--- config.mk ---
export PLATFORM = sky130hd
export DESIGN_NAME = sum_uart_tx
export DESIGN_NICKNAME = d
export VERILOG_FILES = /design/src/rtl/sum_uart_tx_pkg.sv /design/src/rtl/sum_uart_tx_fifo.sv /design/src/rtl/sum_uart_tx.sv
export SDC_FILE = /design/constraint.sdc
export NUM_CORES = 1
export LEC_CHECK = 0
export CAP_MARGIN = 20
export CORE_MARGIN = 2
export CORE_UTILIZATION = 45
export DETAILED_ROUTE_END_ITERATION = 12
export DONT_BUFFER_PORTS = 1
export HOLD_SLACK_MARGIN = 0.05
export PLACE_DENSITY_LB_ADDON = 0.15
export SYNTH_ARGS = -nofsm -noshare
export SYNTH_HDL_FRONTEND = slang
export SYNTH_SLANG_ARGS = --single-unit
--- constraint.sdc ---
create_clock -name clk -period 2.3 [get_ports clk]
set_clock_uncertainty 0.1 [all_clocks]
set_input_delay 0.69 -clock clk [delete_from_list [all_inputs] [get_ports clk]]
set_output_delay 0.69 -clock clk [all_outputs]
set_load 0.02 [all_outputs]
--- src/rtl/sum_uart_tx_pkg.sv ---
// Shared types and default constants for the sum-value UART transmitter.
package sum_uart_pkg;

    typedef enum logic [1:0] {
        IDLE  = 2'd0,
        START = 2'd1,
        DATA  = 2'd2,
        STOP  = 2'd3
    } uart_state_t;

    localparam int DEF_CLKS_PER_BIT = 16;
    localparam int DEF_FIFO_DEPTH   = 4;

endpackage

--- src/rtl/sum_uart_tx_fifo.sv ---
// Synchronous FIFO with registered full/empty/count flags.
// A push is refused whenever full was set at the edge, even if a pop happens on that same edge.
module sync_fifo #(
    parameter int WIDTH = 8,
    parameter int DEPTH = 4
) (
    input  logic                           clk,
    input  logic                           rst,
    input  logic                           push,
    input  logic [WIDTH-1:0]               push_data,
    input  logic                           pop,
    output logic [WIDTH-1:0]               pop_data,
    output logic                           full,
    output logic                           empty,
    output logic [$clog2(DEPTH+1)-1:0]     count
);

    localparam int AW = (DEPTH > 1) ? $clog2(DEPTH) : 1;
    localparam int CW = $clog2(DEPTH+1);

    logic [WIDTH-1:0] mem [DEPTH];
    logic [AW-1:0]    wr_ptr;
    logic [AW-1:0]    rd_ptr;
    logic [CW-1:0]    count_next;
    logic             do_push;
    logic             do_pop;

    // Pushes are gated by the registered full flag and by reset; pops by the registered empty flag.
    assign do_push  = push && !full && !rst;
    assign do_pop   = pop && !empty;
    assign pop_data = mem[rd_ptr];

    // Next occupancy: a simultaneous push and pop leaves the count unchanged.
    always_comb begin
        count_next = count;
        if (do_push && !do_pop) begin
            count_next = count + CW'(1);
        end else if (!do_push && do_pop) begin
            count_next = count - CW'(1);
        end
    end

    // Pointers, occupancy and the flags derived from the next occupancy.
    always_ff @(posedge clk) begin
        if (rst) begin
            wr_ptr <= '0;
            rd_ptr <= '0;
            count  <= '0;
            full   <= 1'b0;
            empty  <= 1'b1;
        end else begin
            if (do_push) begin
                wr_ptr <= wr_ptr + AW'(1);
            end
            if (do_pop) begin
                rd_ptr <= rd_ptr + AW'(1);
            end
            count <= count_next;
            full  <= (count_next == CW'(DEPTH));
            empty <= (count_next == '0);
        end
    end

    // Storage array; data needs no reset since pointers guard every read.
    always_ff @(posedge clk) begin
        if (do_push) begin
            mem[wr_ptr] <= push_data;
        end
    end

endmodule

--- src/rtl/sum_uart_tx.sv ---
// Buffers sum bytes from the adder stage and serialises them as UART 8N1 frames.
// One IDLE cycle always separates frames, so back-to-back frames are 10*CLKS_PER_BIT+1 cycles apart.
module sum_uart_tx
    import sum_uart_pkg::*;
#(
    parameter int CLKS_PER_BIT = DEF_CLKS_PER_BIT,
    parameter int FIFO_DEPTH   = DEF_FIFO_DEPTH
) (
    input  logic       clk,
    input  logic       rst,
    input  logic [7:0] in_data,
    input  logic       in_valid,
    output logic       in_ready,
    output logic       tx,
    output logic       busy,
    output logic [7:0] frames_sent
);

    localparam int         CW        = $clog2(FIFO_DEPTH+1);
    localparam logic [7:0] BAUD_LAST = 8'(CLKS_PER_BIT - 1);

    uart_state_t   state;
    logic [7:0]    baud_cnt;
    logic [2:0]    bit_idx;
    logic [7:0]    shift_reg;

    logic          fifo_pop;
    logic [7:0]    fifo_data;
    logic          fifo_full;
    logic          fifo_empty;
    logic [CW-1:0] fifo_count;

    sync_fifo #(
        .WIDTH (8),
        .DEPTH (FIFO_DEPTH)
    ) u_fifo (
        .clk       (clk),
        .rst       (rst),
        .push      (in_valid),
        .push_data (in_data),
        .pop       (fifo_pop),
        .pop_data  (fifo_data),
        .full      (fifo_full),
        .empty     (fifo_empty),
        .count     (fifo_count)
    );

    // Ready and busy come straight from flops; the FSM pops only from IDLE with data present.
    assign in_ready = !fifo_full;
    assign fifo_pop = (state == IDLE) && !fifo_empty;
    assign busy     = (state != IDLE) || (fifo_count != '0);

    // Frame sequencer: baud counter, bit index, shift register and the registered tx line.
    always_ff @(posedge clk) begin
        if (rst) begin
            state       <= IDLE;
            tx          <= 1'b1;
            baud_cnt    <= '0;
            bit_idx     <= '0;
            frames_sent <= '0;
        end else begin
            case (state)
                IDLE: begin
                    tx       <= 1'b1;
                    baud_cnt <= '0;
                    bit_idx  <= '0;
                    if (!fifo_empty) begin
                        shift_reg <= fifo_data;
                        tx        <= 1'b0;
                        state     <= START;
                    end
                end
                START: begin
                    if (baud_cnt == BAUD_LAST) begin
                        baud_cnt  <= '0;
                        tx        <= shift_reg[0];
                        shift_reg <= {1'b0, shift_reg[7:1]};
                        state     <= DATA;
                    end else begin
                        baud_cnt <= baud_cnt + 8'd1;
                    end
                end
                DATA: begin
                    if (baud_cnt == BAUD_LAST) begin
                        baud_cnt <= '0;
                        if (bit_idx == 3'd7) begin
                            tx    <= 1'b1;
                            state <= STOP;
                        end else begin
                            bit_idx   <= bit_idx + 3'd1;
                            tx        <= shift_reg[0];
                            shift_reg <= {1'b0, shift_reg[7:1]};
                        end
                    end else begin
                        baud_cnt <= baud_cnt + 8'd1;
                    end
                end
                STOP: begin
                    if (baud_cnt == BAUD_LAST) begin
                        baud_cnt    <= '0;
                        frames_sent <= frames_sent + 8'd1;
                        state       <= IDLE;
                    end else begin
                        baud_cnt <= baud_cnt + 8'd1;
                    end
                end
                default: begin
                    state <= IDLE;
                    tx    <= 1'b1;
                end
            endcase
        end
    end

endmodule

==> flow_metrics.py, run 1 <==
metrics = {
    "power_and_ir_drop": {
        "p_int_uw": 2440,
        "p_sw_frac": 0.301,
        "p_switching_uw": 1050,
        "seq_power_share": 0.507,
        "p_comb_frac": 0.244,
        "clkPwrFrac": 0.248,
        "power_leakage_uw": 0.00128,
        "power_density_nw_per_um2": 982,
        "vdd_drop_max_uv": 543,
    },
    "min_path": {
        "hold_path.class": "input pin to flop",
        "hold_start": "rst",
    },
    "layout": {
        "diodes": 0,
        "final_layout_size_suffix_gt1_frac": 0.159,
        "fin_util": 0.499,
        "largest_register_ff_count": 32,
        "syn_to_final_growth_pct": 8.67,
        "num-fill-cells": 649,
        "seq_area_sq_um": 1860,
        "top_register": "u_fifo.mem",
        "multiInputGateArea_sq_um": 1330,
        "nNetsFinal": 294,
    },
    "floorplan": {
        "core_area_sq_um": 7140,
        "dieArea_sq_um": 7980,
        "start_util": 0.459,
        "ioPinCount": 22,
        "rows": 31,
        "die_w_microns": 89.3,
        "die_h_microns": 89.3,
    },
    "clock_tree": {
        "cts_root_buf": "clkbuf_8",
        "h-tree-depth": 3,
        "clk_pin_slew_ns": 0.08,
        "cts_tree": "done",
        "clock-sinks": 73,
        "hold_buffers": 0,
        "clk_path_buf_depth": 2,
        "clk_latency_ns": 0.34,
        "cts_buffers": 9,
        "cts_setup_buffers": 0,
        "ctsResizeCount": 0,
    },
    "synth": {
        "ys_types": 46,
        "synthFlopType": "edfxtp_1",
        "synth_fp_nets": 288,
        "yosys_warnings": 0,
        "synth_edf_count": 40,
        "syn_area_per_cell_sq_um": 12.6,
        "yosys.area.top_type_share": 0.367,
        "synth_adder_area_share": 0.0649,
        "synthXorXnorAreaFrac": 0.0347,
        "synthArstFlopShare": 0,
        "synth_area_leaders": "edfxtp_1, dfxtp_1, ha_1",
        "syn_area_sq_um": 3280,
        "yosysSeqAreaShare": 0.568,
        "synth_top_cell_by_area": "edfxtp_1",
        "synth_top_family_by_area": "simple AND/OR/NAND/NOR gates",
        "synthCells": 260,
        "muxShareOfSynthArea": 0.0977,
        "ys_ff_latch": 73,
        "synthSimpleGateAreaFrac": 0.145,
        "synth_compound_area_frac": 0.0638,
    },
    "critical_path": {
        "worstPathArrival_ns": 1.39,
        "r2r-start": "baud_cnt[0]$_SDFF_PP0_",
        "cp-start-kind": "flop",
        "critPathSlowestCell": "dfxtp_1",
        "end_kind": "output pin",
        "cp_slowest_stage_delay_ns": 0.38,
        "cp-startpoint": "state[0]$_SDFFE_PP0P_",
        "path_max_fanout": 7,
        "path_cells": "inv_1, ha_1, nand3b_1",
        "required_ns": 1.51,
        "crit_type": "flop to output pin",
    },
    "routing": {
        "wirelength_mm": 5.35,
        "route.vias.total": 1913,
        "dr.first_iter.drc_count": 59,
        "wl_per_cell_microns": 14.5,
        "ant_nets": 0,
        "drc": 0,
        "dr.pass1.iters": 4,
        "via_per_inst": 5.18,
    },
    "timing": {
        "hold_viol_final": 0,
        "slew_headroom": 0.699,
        "fmax_mhz": 459,
        "final-setup-viol-count": 0,
        "rsz0062_at_grt": "no",
        "drv_slew": 0,
        "timing.setup.tns_ns": 0,
        "period_share": 0.946,
        "period_needed_ns": 2.18,
        "worst_slew_pin_slew_ns": 0.450,
    },
    "global_route": {
        "gr-usage-met1": 0.211,
        "grt_usage": 0.150,
        "use_met2": 0.210,
        "grt_util_met3": 0.0545,
        "grt_overflow": 0,
        "grt_pass1_wl_mm": 8.96,
        "grt_pass1_vias": 1860,
        "grt-busiest-layer": "met1",
        "grt_max_degree": 27,
        "antenna_found_initial": 0,
    },
    "place": {
        "port_buffers": 0,
        "hpwl_mm": 3.86,
        "gp_congestion": 0.758,
    },
    "outcome": {
        "status": "finished, final reports clean",
    },
    "job": {
        "max-cap-violations": 0,
    },
}
-- power by group through the flow --
stage          combinational [uW]  clock (uW)  sequential [uW]
3_3_place_gp                  854           0             1810
5_1_grt                       973         941             1810
6_report                      855         868             1770
2_1_floorplan                 771           0             1720
3_5_place_dp                  862           0             1810
4_1_cts                       867         893             1780
-- metal layers --
| metal | vias up | routed length, microns |
|---|---|---|
| li1 | 955 | - |
| met1 | 927 | 2650 |
| met2 | 22 | 2400 |
| met3 | 9 | 211 |
| met4 | 0 | 89 |
| met5 | - | 0 |
-- placed cells by master, fill, tap and decap left out, types with 3 or more instances in the layout --
cell type / count
and2_1: 7
inv_1: 12
nor2_1: 29
clkbuf_8: 9
o21a_1: 3
xor2_1: 6
edfxtp_1: 40
mux4_2: 8
nand3_1: 5
xnor2_1: 7
buf_4: 4
nand4b_1: 3
nand4_1: 3
nor3_1: 4
mux2_2: 8
o31a_1: 3
nand2_1: 13
dfxtp_1: 33
clkinvlp_4: 3
o21ai_0: 6
mux2i_1: 5
nor2b_1: 4
ha_1: 17
and3_1: 5
a21oi_1: 5
-- critical path: cells and delay by family (launching register included) --
family	cells	cell delay (ns)
AND/OR/NAND/NOR	1	0.27
adder cells (fa/ha/maj)	1	0.30
flip-flops	1	0.38
buffers and inverters	1	0.10
-- cell families (layout without fill, tap and decap cells) --
logic type | after synthesis | after routing
flip-flops | 73 | 73
AND/OR/NAND/NOR | 87 | 87
buffers and inverters | 21 | 31
adder cells (fa/ha/maj) | 17 | 17
multiplexers | 21 | 21
AO/OA/AOI/OAI | 28 | 28
XOR/XNOR | 13 | 13
-- stage by stage --
step	power, uW	hold slack, ns	std cells	area (sq um)	setup slack [ns]
after floorplan	2500	0.318	260	3280	0.249
after global placement	2660	0.334	354	3390	0.441
after detailed placement	2670	0.338	354	3390	0.413
after CTS	3540	0.291	369	3560	0.101
after global routing	3720	0.293	369	3560	0.00217
final	3500	0.311	369	3560	0.124
-- synthesized netlist by cell type, types with 2 or more instances --
library cell,n
a21oi_1,5
nand3b_1,2
nand4b_1,3
mux2i_1,5
dfxtp_1,33
o21ai_0,6
and3_1,5
nand2_1,13
buf_2,3
mux2_2,8
a2bb2oi_1,2
nor3_1,4
inv_1,12
and2_1,7
nand4_1,3
nand3_1,5
mux4_2,8
o21a_1,3
nor2_1,29
clkbuf_1,4
nor2b_1,4
edfxtp_1,40
xnor2_1,7
nor4_1,2
ha_1,17
or3_1,2
xor2_1,6
nand2b_1,2
o31a_1,3
-- path summary, 6_finish.rpt --
kind	endpoint	slack (ns)	cells past startpoint
worst max-delay path	busy	0.12	3
worst min-delay path	frames_sent[4]$_SDFFE_PP0P_	0.31	1
worst max register to register	shift_reg[0]$_DFFE_PP_	0.46	5
worst min register to register	baud_cnt[0]$_SDFF_PP0_	0.35	1
-- layout make-up --
cell class	instances	area share
clock buffer	9	0.0348
clock inverter	6	0.0126
inverter	12	0.0126
multi-input combinational	166	0.374
sequential	73	0.523
tap	99	0.0348
timing repair buffer	4	0.00843
Note: power is estimated with default switching activity, not from simulation.
==> run 2, diff against run 1 <==
Settings changed: GPL_TIMING_DRIVEN set to 1.
==> results of run 2 <==
No change in the layout: final DEF, timing and power equal those of run 1.
==> run 3, diff against run 2 <==
Settings changed: CORE_ASPECT_RATIO set to 0.8, CORE_UTILIZATION 45 to 62.
==> run 3 against run 2 <==
Net effect: global-route usage increased by 6.1 points; register-to-register slack about the same; worst setup slack got worse by 0.020 ns; hold slack got worse by 0.016 ns; via count increased by 0.37%; fmax decreased by 0.91%.
==> flow_metrics.py, run 3 (same netlist as run 1, synthesis figures left out) <==
metrics = {
    "power_and_ir_drop": {
        "seq_power_share": 0.492,
        "power_density_nw_per_um2": 1020,
        "p_comb_frac": 0.244,
        "clkPwrFrac": 0.264,
        "p_int_uw": 2480,
        "p_switching_uw": 1120,
        "p_sw_frac": 0.311,
        "power_leakage_uw": 0.00130,
        "vdd_drop_max_uv": 603,
    },
    "layout": {
        "syn_to_final_growth_pct": 7.87,
        "final_layout_size_suffix_gt1_frac": 0.162,
        "diodes": 0,
        "layout_commonest_cell": "edfxtp_1",
        "mostFrequentLayoutCells": "edfxtp_1, dfxtp_1, nor2_1",
        "top_register": "u_fifo.mem",
        "largest_register_ff_count": 32,
        "fin_util": 0.698,
        "fin_area_sq_um": 3530,
        "nNetsFinal": 294,
    },
    "place": {
        "hpwl_mm": 4.11,
        "pre_cts_slack_ns": 0.367,
        "placed_area_sq_um": 3350,
        "gp_congestion": 0.796,
        "port_buffers": 0,
    },
    "timing": {
        "period_needed_ns": 2.20,
        "setup_ws_ns": 0.104,
        "timing.setup.tns_ns": 0,
        "worst_slew_pin_slew_ns": 0.416,
        "hold_viol_final": 0,
        "drv_slew": 0,
        "final-setup-viol-count": 0,
        "fmax_mhz": 455,
        "period_share": 0.955,
        "whs_ns": 0.295,
        "slew_headroom": 0.723,
        "rsz0062_at_grt": "no",
    },
    "routing": {
        "dr.first_iter.drc_count": 121,
        "wirelength_mm": 5.59,
        "drc": 0,
        "wl_per_cell_microns": 16.8,
        "ant_nets": 0,
        "via_per_inst": 5.77,
        "dr.pass1.iters": 4,
        "route.vias.total": 1920,
    },
    "critical_path": {
        "end_kind": "output pin",
        "r2r-start": "state[0]$_SDFFE_PP0P_",
        "worstPathArrival_ns": 1.41,
        "critPathSlowestCell": "dfxtp_1",
        "cp_slowest_stage_delay_ns": 0.40,
        "path_cells": "inv_1, ha_1, nand3b_1",
        "cp-start-kind": "flop",
        "required_ns": 1.51,
        "cp_top_family": "flip-flops",
        "reg2reg_setup_slack_ns": 0.45,
        "crit_type": "flop to output pin",
        "worst-path-buf-inv": 1,
        "path_max_fanout": 7,
        "cp-startpoint": "state[0]$_SDFFE_PP0P_",
    },
    "floorplan": {
        "core_area_sq_um": 5060,
        "dieArea_sq_um": 5890,
        "die_w_microns": 85.3,
        "die_h_microns": 69.0,
        "ioPinCount": 22,
        "start_util": 0.647,
        "rows": 23,
    },
    "clock_tree": {
        "cts_setup_buffers": 0,
        "cts_tree": "done",
        "clock-sinks": 73,
        "hold_buffers": 0,
        "cts_root_buf": "clkbuf_8",
        "h-tree-depth": 3,
        "ctsResizeCount": 0,
        "clk_path_buf_depth": 2,
        "clk_pin_slew_ns": 0.09,
        "cts_buffers": 9,
        "clk_latency_ns": 0.35,
    },
    "global_route": {
        "grt_max_degree": 27,
        "grt_usage": 0.211,
        "grt_pass1_wl_mm": 9.37,
        "grt_overflow": 0,
        "antenna_found_initial": 0,
        "grt_pass1_vias": 1856,
    },
    "job": {
        "max-cap-violations": 0,
    },
    "min_path": {
        "hold_start": "rst",
        "hold_path.class": "input pin to flop",
    },
    "outcome": {
        "status": "finished, final reports clean",
    },
}
## run 3: cell count changes in the layout (fill, tap and decap cells not counted)
cell and change:
clkinv_2 -1, inv_8 +2, clkinv_4 -1, inv_6 +3
clkinvlp_4 -2
## run 3: metal layers
layer / track usage / vias to the layer above / share of wire
met1: 0.319 / 911 / 0.51
met5: 0 / - / 0
li1: - / 959 / -
met4: 0.0635 / 0 / 0.017
met2: 0.286 / 39 / 0.42
met3: 0.0766 / 11 / 0.052
## run 3: area by class of cell
class | count | area, sq um
sequential | 73 | 1860
fill | 359 | 1530
multi-input combinational | 166 | 1330
clock buffer | 9 | 124
tap | 62 | 77.6
clock inverter | 7 | 65.1
inverter | 12 | 45.0
timing repair buffer | 4 | 30.0
## run 3: power groups by stage
stage	registers [uW]	clock network [uW]	logic, uW
after global routing	1800	1030	981
after detailed placement	1790	0	880
final	1770	949	878
after CTS	1770	967	884
after floorplan	1720	0	771
after global placement	1800	0	864
## run 3: path summary, 6_finish.rpt
| kind | end | cells after the start |
|---|---|---|
| max | busy | 3 |
| min | frames_sent[4]$_SDFFE_PP0P_ | 1 |
| max reg2reg | state[0]$_SDFFE_PP0P_ | 6 |
| min reg2reg | baud_cnt[0]$_SDFF_PP0_ | 1 |
## run 3: stage by stage
stage               cells  total power [uW]
finish                333              3590
global route          333              3810
CTS                   333              3620
detailed placement    317              2670
global placement      317              2660
floorplan             260              2500
